<file path="config.mk">
export PLATFORM = sky130hd
export DESIGN_NAME = sseg_scan_driver
export DESIGN_NICKNAME = d
export VERILOG_FILES = /design/src/rtl/sseg_scan_driver.sv
export SDC_FILE = /design/constraint.sdc
export NUM_CORES = 1
export LEC_CHECK = 0
export ABC_AREA = 1
export CORE_MARGIN = 4
export CORE_UTILIZATION = 57
export CTS_CLUSTER_DIAMETER = 80
export DETAILED_ROUTE_END_ITERATION = 16
export DONT_BUFFER_PORTS = 1
export PLACE_DENSITY = 0.8
export SLEW_MARGIN = 20
export SYNTH_ARGS = -nofsm -noshare
export SYNTH_HDL_FRONTEND = slang
export SYNTH_SLANG_ARGS = --single-unit
</file>
<file path="constraint.sdc">
create_clock -name clk -period 1.55 [get_ports clk]
set_clock_uncertainty 0.15 [all_clocks]
set_input_delay 0.31 -clock clk [delete_from_list [all_inputs] [get_ports clk]]
set_output_delay 0.31 -clock clk [all_outputs]
set_load 0.005 [all_outputs]
</file>
<file path="src/rtl/sseg_scan_driver.sv">
// Time-multiplexed N-digit seven-segment scanner with shadowed inputs,
// leading-zero blanking, per-digit enables, decimal points and frame strobe.
module sseg_scan_driver #(
   parameter int unsigned NUM_DIGITS     = 4,
   parameter int unsigned REFRESH_DIV    = 100000,
   parameter logic        SEG_ACTIVE_LOW = 1'b1,
   parameter logic        AN_ACTIVE_LOW  = 1'b1
) (
   input  logic                    clk,
   input  logic                    rst_n,
   input  logic [4*NUM_DIGITS-1:0] value,
   input  logic [NUM_DIGITS-1:0]   dp_in,
   input  logic [NUM_DIGITS-1:0]   digit_en,
   input  logic                    lz_blank,
   input  logic                    load,
   output logic [6:0]              seg,
   output logic                    dp,
   output logic [NUM_DIGITS-1:0]   an,
   output logic                    frame_done
);

   localparam int unsigned CW = $clog2(REFRESH_DIV);
   localparam int unsigned IW = (NUM_DIGITS > 1) ? $clog2(NUM_DIGITS) : 1;
   localparam logic [CW-1:0] CNT_MAX = CW'(REFRESH_DIV - 1);
   localparam logic [IW-1:0] IDX_MAX = IW'(NUM_DIGITS - 1);
   localparam logic [6:0] SEG_OFF = SEG_ACTIVE_LOW ? 7'h7F : 7'h00;
   localparam logic [NUM_DIGITS-1:0] AN_OFF = AN_ACTIVE_LOW ? '1 : '0;

   logic [CW-1:0]           cnt_q, cnt_d;
   logic [IW-1:0]           idx_q, idx_d;
   logic                    fd_q, fd_d;
   logic [4*NUM_DIGITS-1:0] val_q, val_d;
   logic [NUM_DIGITS-1:0]   dp_sh_q, dp_sh_d;
   logic [NUM_DIGITS-1:0]   en_sh_q, en_sh_d;
   logic                    lz_sh_q, lz_sh_d;
   logic [6:0]              seg_q, seg_d;
   logic                    dp_q, dp_d;
   logic [NUM_DIGITS-1:0]   an_q, an_d;

   logic [NUM_DIGITS-1:0]   lz_mask;
   logic                    all_zero;
   logic [3:0]              nib;
   logic [6:0]              seg_on;
   logic                    dp_on;
   logic [NUM_DIGITS-1:0]   an_on;

   // Active-high gfedcba patterns
   function automatic logic [6:0] decode(input logic [3:0] n);
      case (n)
         4'h0:    decode = 7'b0111111;
         4'h1:    decode = 7'b0000110;
         4'h2:    decode = 7'b1011011;
         4'h3:    decode = 7'b1001111;
         4'h4:    decode = 7'b1100110;
         4'h5:    decode = 7'b1101101;
         4'h6:    decode = 7'b1111101;
         4'h7:    decode = 7'b0000111;
         4'h8:    decode = 7'b1111111;
         4'h9:    decode = 7'b1101111;
         4'hA:    decode = 7'b1110111;
         4'hB:    decode = 7'b1111100;
         4'hC:    decode = 7'b0111001;
         4'hD:    decode = 7'b1011110;
         4'hE:    decode = 7'b1111001;
         default: decode = 7'b1110001;
      endcase
   endfunction

   always_comb begin
      cnt_d = (cnt_q == CNT_MAX) ? '0 : cnt_q + 1'b1;
      idx_d = idx_q;
      fd_d  = 1'b0;
      if (cnt_q == CNT_MAX) begin
         if (idx_q == IDX_MAX) begin
            idx_d = '0;
            fd_d  = 1'b1;
         end else begin
            idx_d = idx_q + 1'b1;
         end
      end
      val_d   = load ? value    : val_q;
      dp_sh_d = load ? dp_in    : dp_sh_q;
      en_sh_d = load ? digit_en : en_sh_q;
      lz_sh_d = load ? lz_blank : lz_sh_q;
   end

   // Scan from the top digit down; a digit is a leading zero while every
   // nibble above and including it is zero. Digit 0 is exempt.
   always_comb begin
      all_zero = 1'b1;
      lz_mask  = '0;
      for (int unsigned i = 0; i < NUM_DIGITS; i++) begin
         all_zero = all_zero & (val_q[4*(NUM_DIGITS-1-i) +: 4] == 4'h0);
         if (i != NUM_DIGITS - 1)
            lz_mask[NUM_DIGITS-1-i] = all_zero;
      end
   end

   always_comb begin
      nib    = val_q[4*idx_q +: 4];
      seg_on = decode(nib);
      dp_on  = dp_sh_q[idx_q];
      an_on  = '0;
      an_on[idx_q] = 1'b1;
      if (!en_sh_q[idx_q]) begin
         seg_on = '0;
         dp_on  = 1'b0;
         an_on  = '0;
      end else if (lz_sh_q && lz_mask[idx_q]) begin
         seg_on = '0;
         dp_on  = 1'b0;
      end
      seg_d = seg_on ^ {7{SEG_ACTIVE_LOW}};
      dp_d  = dp_on ^ SEG_ACTIVE_LOW;
      an_d  = an_on ^ {NUM_DIGITS{AN_ACTIVE_LOW}};
   end

   always_ff @(posedge clk or negedge rst_n) begin
      if (!rst_n) begin
         cnt_q   <= '0;
         idx_q   <= '0;
         fd_q    <= 1'b0;
         val_q   <= '0;
         dp_sh_q <= '0;
         en_sh_q <= '0;
         lz_sh_q <= 1'b0;
         seg_q   <= SEG_OFF;
         dp_q    <= SEG_ACTIVE_LOW;
         an_q    <= AN_OFF;
      end else begin
         cnt_q   <= cnt_d;
         idx_q   <= idx_d;
         fd_q    <= fd_d;
         val_q   <= val_d;
         dp_sh_q <= dp_sh_d;
         en_sh_q <= en_sh_d;
         lz_sh_q <= lz_sh_d;
         seg_q   <= seg_d;
         dp_q    <= dp_d;
         an_q    <= an_d;
      end
   end

   assign seg        = seg_q;
   assign dp         = dp_q;
   assign an         = an_q;
   assign frame_done = fd_q;

endmodule

</file>
Yosys cells after proc, flatten, opt, wreduce, memory -nomap -nowiden
Memories as Yosys holds them, arrays and structs flattened.
Cells that the tools add are included.
{ "word_totals": {"register_bits": 57, "latchBits": 0, "ram_bits": 0, "rom_bits": 112, "input_bits": 28, "output_inout_bits": 13, "elab_cells": 45, "mem_count": 1} }
{ "op_classes": {"add_sub_neg": 2, "multipliers": 0, "n_div": 0, "order_cmp": 2, "eq_ne": 2, "shift": 1, "muxes": 17, "n_bitwise": 5, "n_reduce_logical": 5} }
{ "mem_list": {"columns": ["memory", "depth", "width", "read_ports", "rd_clocked_by_memory_dff", "write_ports", "line_no", "text"], "rows": [
  ["(no name shown)", 16, 7, 1, 0, 0, "49", "case (n)"]
]} }
{ "op_table": {"columns": ["cell", "count"], "rows": [
  ["17-bit by 1-bit adder with 17-bit output (second input constant)", 1],
  ["17-bit equality test (second input constant)", 1],
  ["17-bit two-way mux", 1],
  ["16-bit by 5-bit variable part select with 4-bit output", 1],
  ["7-bit two-way mux", 2],
  ["4-bit logical NOT", 3],
  ["1-bit two-way mux", 8],
  ["7-bit NOT", 1],
  ["1-bit binary-select mux with 2-bit select", 3],
  ["4-bit two-way mux", 1],
  ["4-bit NOT", 1],
  ["2-bit by 3-bit < comparator with 1-bit output (second input constant)", 1],
  ["2-bit by 1-bit adder with 2-bit output (second input constant)", 1],
  ["1-bit bitwise AND", 2],
  ["1-bit demux with 2-bit select", 1],
  ["2-bit equality test (second input constant)", 1],
  ["2-bit by 1-bit greater-or-equal comparator with 1-bit output (second input constant)", 1],
  ["1-bit logical AND", 2],
  ["2-bit two-way mux", 1],
  ["1-bit NOT", 1]
]} }

Depth between registers and ports, before layout
{ "logic_depth": {"word_depth": 9, "mapped_depth": 13, "ltp_nobuf": 12} }

Worst setup path before layout
Ideal clock, no wire load.
{ "synth_path": {"path_kind": "reg-to-reg", "from": "reg idx_q[0]", "to": "reg seg_q[3], in the netlist seg[3]", "t_arrival_ns": 1.470, "t_required_ns": 1.317, "setup_slack_ns": -0.153, "path_stages_with_launch": 12, "path_cell_list": "dfrtp_1 -> inv_2 -> buf_6 -> nand2_1 -> nand3_1 -> nand2_2 -> inv_1 -> ha_1 -> nand3_1 -> nand2_1 -> nand2_1 -> nand3_1"} }
{ "synth_between": {"elab_chain_len": 6, "elab_cells_between_ends": 10, "classes_between": "shift (1); mux (6); bitwise (1); reduce/logical (1); memory (1)"} }
{ "synth_lines": {"columns": ["item", "line_no", "text"], "rows": [
  ["from (decl)", "30", "logic [IW-1:0] idx_q, idx_d;"],
  ["from (signal assigned)", "132", "idx_q <= idx_d;"],
  ["branches (longest 4 deep; another with memory read 16 x 7 bit)", null, null],
  ["7-bit two-way mux (*)", "105", "if (!en_sh_q[idx_q]) begin"],
  ["7-bit NOT (no line) (*)", null, null],
  ["via seg_d[3]", "36", "logic [6:0] seg_q, seg_d;"],
  ["to (signal assigned)", "138", "seg_q <= seg_d;"],
  ["to (decl)", "36", null]
]} }
Mark *: on every way through the listed nets, which the timed path passes. The select of a mux whose other input is x is not followed.
A chain may end at the register's enable or synchronous reset.

Worst setup path in the final report
{ "layout_path": {"from": "reg idx_q[0]", "to": "reg seg_q[0], in the netlist seg[0]"} }
Same word-level chain as after synthesis.

==> results.txt <==
Worst path bufs/invs - 4
Most numerous cell on the critical path - nand2_1
Main combinational cell family by area after synthesis - simple AND/OR/NAND/NOR gates
Arr. time, crit path - 1.77 ns
H-Tree Depth - 3
Final HPWL DP - 4.323 mm
# fillers - 321
Post-synthesis sequential area ratio - 48.46%
Ys Warns - 0
Syn avg cell area - 8.596 µm²
Area of the multi-input gates - 1567 µm²
Synthesized-area fraction occupied by adder cells - 4.628%
Clk_lat worst skew - 0.36 ns
Delay-heaviest family, CP - simple AND/OR/NAND/NOR gates
Worst slew margin - 59.91%
Wirelength per Cell - 15.18 µm
Std cell rows - 26
Failing checks - hold timing, setup timing
Reg2reg setup slack - -0.09 ns
Crit end category - flop
Largest net degree at the start of global routing - 58
Post-synthesis simple-gate area fraction - 27.26%
IO buf count - 0
Worst IR Drop VDD - 0.0007569 V
Mapped cell area - 2974 µm²
# DRC - 0
Placed inst area - 3209 µm²
Max Slew Vio Count - 0
Worst setup margin - -0.08906 ns
Area occupied by registers - 1445 µm²
Routability Congestion - 0.8738
Total GRT Usage - 23.11%
Share of post-route cells with drive strength above 1 - 32.19%
Initial Util - 58.60%
Area Growth Syn to Fin - 32.69%
Die height - 80.24 µm
Ant diodes - 0
Mux cell area share after synthesis - 4.922%
Kind of critical path - reg -> reg
CTS tree - done
WP data required - 1.68 ns
Syn nets - 385
Gr busiest metal - met2
Vias/cell - 5.283
Pwr dens - 890.7 nW/µm²
Worst hold margin - -0.5120 ns
Gate Count Post-Synth - 346
Met3 Usage GRT - 4.484%
Worst path cell trace - inv_4, buf_4, nand2_1, nand2_1, nand2_2, nand2_4, inv_2, nand3_1, nand2_1, inv_1, nand2_1
Io pins - 41
Crit-path max FO - 8
Max Cap Viol - 0
DR pass1 iterations - 5
Vias - 2520
TritonCTS Buffers - 9
Slew @ Worst Pin - 0.5993 ns
Slowest-stage cell, CP - dfrtp_2
R2R depth - 11
First-pass GRT wire length - 11.22 mm
DP Cell Count - 421
HP Class - in -> async
Core ar. - 5075 µm²
Die X-Extent - 80.24 µm
Synth Register Bits - 57
Met2 GRT Util - 38.49%
Initial DRC Count - 220
Endpoints failing hold - 57
Final setup fails - 15
Compound-cell area share of the yosys netlist - 5.679%
Final min period - 1.639 ns
Setup_tns - -0.3004 ns
Die area - 6438 µm²
Slowest stage delay, CP - 0.47 ns
Pre-CTS setup slack - -0.1391 ns
Leakage Power - 1.827 nW
Most common cell after layout, fill and taps aside - nand2_1
Overflow after GRT - 0
RSZ-0062 raised after global routing - true
Worst reg2reg path startpoint - idx_q[0]$_DFFE_PN0N_
DRT Wirelength - 7.242 mm
Vias in the first global route - 2421
CTS clk-pin slew, worst paths - 0.08 ns
Post-route cell area - 3946 µm²
Post-route ant nets - 0
Met1 Usage GRT - 28.26%
Initial antenna violation count - 0
CTS root buf - clkbuf_8
FF-to-FF End - seg[0]$_DFF_PN1_
Yosys cell types - 29
Commonest cells after routing, fill and taps aside - nand2_1, dfrtp_1, inv_1
Non-filler cells, final - 477
Outcome - finished with violations
Xor/xnor share of the synthesized area - 0.8835%
Startpoint types - flop
Clk buf depth - 2
Final cycle utilization of the critical path - 105.7%
Nets@finish - 441
Fmax - 610.1 MHz
CTS Sinks - 57
==> repair_timing <==
item | in CTS | in global routing
gates resized for setup | 10 | 31
endpoints found under the setup margin | 8 | 29
setup buffers | 8 | 4
pin swaps | 3 | 10
hold buffers | 25 | 1
cloned | 0 | 2
hold endpoints to repair | 82 | 70
==> flip-flops by register name (all words and copies together), names as in the netlist <==
register,cells
frame_done,1
val_q,16
en_sh_q,4
seg,7
idx_q,2
lz_sh_q,1
an,4
dp,1
cnt_q,17
dp_sh_q,4
==> worst register-to-register path, delay by kind of cell, from the launching register on <==
family,cells,cell delay (ns)
simple gates,7,0.55
flops,1,0.47
buf+inv,4,0.38
==> how the worst max path moves through the flow <==
stage | depth (start not counted) | slack, ns | end | startpoint
after detailed placement | 8 | -0.14 | seg[6]$_DFF_PN1_ | idx_q[1]$_DFFE_PN0N_
after CTS | 9 | -0.03 | seg[5]$_DFF_PN1_ | idx_q[0]$_DFFE_PN0N_
after global placement | 8 | -0.13 | seg[6]$_DFF_PN1_ | idx_q[1]$_DFFE_PN0N_
final | 11 | -0.09 | seg[0]$_DFF_PN1_ | idx_q[0]$_DFFE_PN0N_
after global routing | 11 | -0.20 | seg[0]$_DFF_PN1_ | idx_q[0]$_DFFE_PN0N_
after floorplan | 9 | -0.03 | seg[3]$_DFF_PN1_ | idx_q[0]$_DFFE_PN0N_
==> final cells by class <==
type                            count  share of cell area (%)
Multi-Input combinational cell    235                   39.70
Sequential cell                    57                   36.62
Timing Repair Buffer               50                   11.26
Inverter                           49                   5.168
Clock buffer                       13                   4.027
Tap cell                           70                   2.219
Clock inverter                      3                   1.015
==> power by group <==
part,total [mW],switching [mW],internal (mW)
combinational,0.440,0.228,0.212
sequential,1.66,0.0563,1.61
clock,1.41,0.587,0.825
==> cell families after synthesis <==
group,after synthesis
AOI/OAI and AO/OA,31
xor gates and xnor gates,3
DFF,57
adders and majority gates,11
and+or+nand+nor,175
buffers and inverters,56
muxes,13
==> layer usage <==
metal / routed length (µm) / vias to the layer above
met2: 3700 / 85
met4: 197 / 0
met1: 2965 / 1193
li1: - / 1223
met3: 379 / 19
met5: 0 / -
==> metrics by stage <==
stage / hold slack (ns) / utilization, % / power (mW)
after floorplan: -0.1356 / - / 1.930
after global placement: -0.1342 / 63.24 / 1.978
after detailed placement: -0.1339 / 63.24 / 1.991
after CTS: -0.5059 / 74.36 / 3.467
after global routing: -0.5106 / 77.76 / 3.648
final: -0.5120 / 77.76 / 3.515
==> synth_stat cells, drive strengths merged <==
cell type  number  area share, %
nor3            7            1.3
nor2           27            3.8
xor2            3           0.88
dfrtp          45             38
buf             5            1.5
clkbuf          2           0.25
inv            49            6.4
nand2          96             13
nand3          40            8.1
o21ai          26            4.6
a31oi           1           0.21
o21bai          2           0.50
dfstp          12             11
nand4           5            1.1
a21oi           2           0.34
ha             11            4.6
mux2           13            4.9
Power figures use the tool's default switching activity.
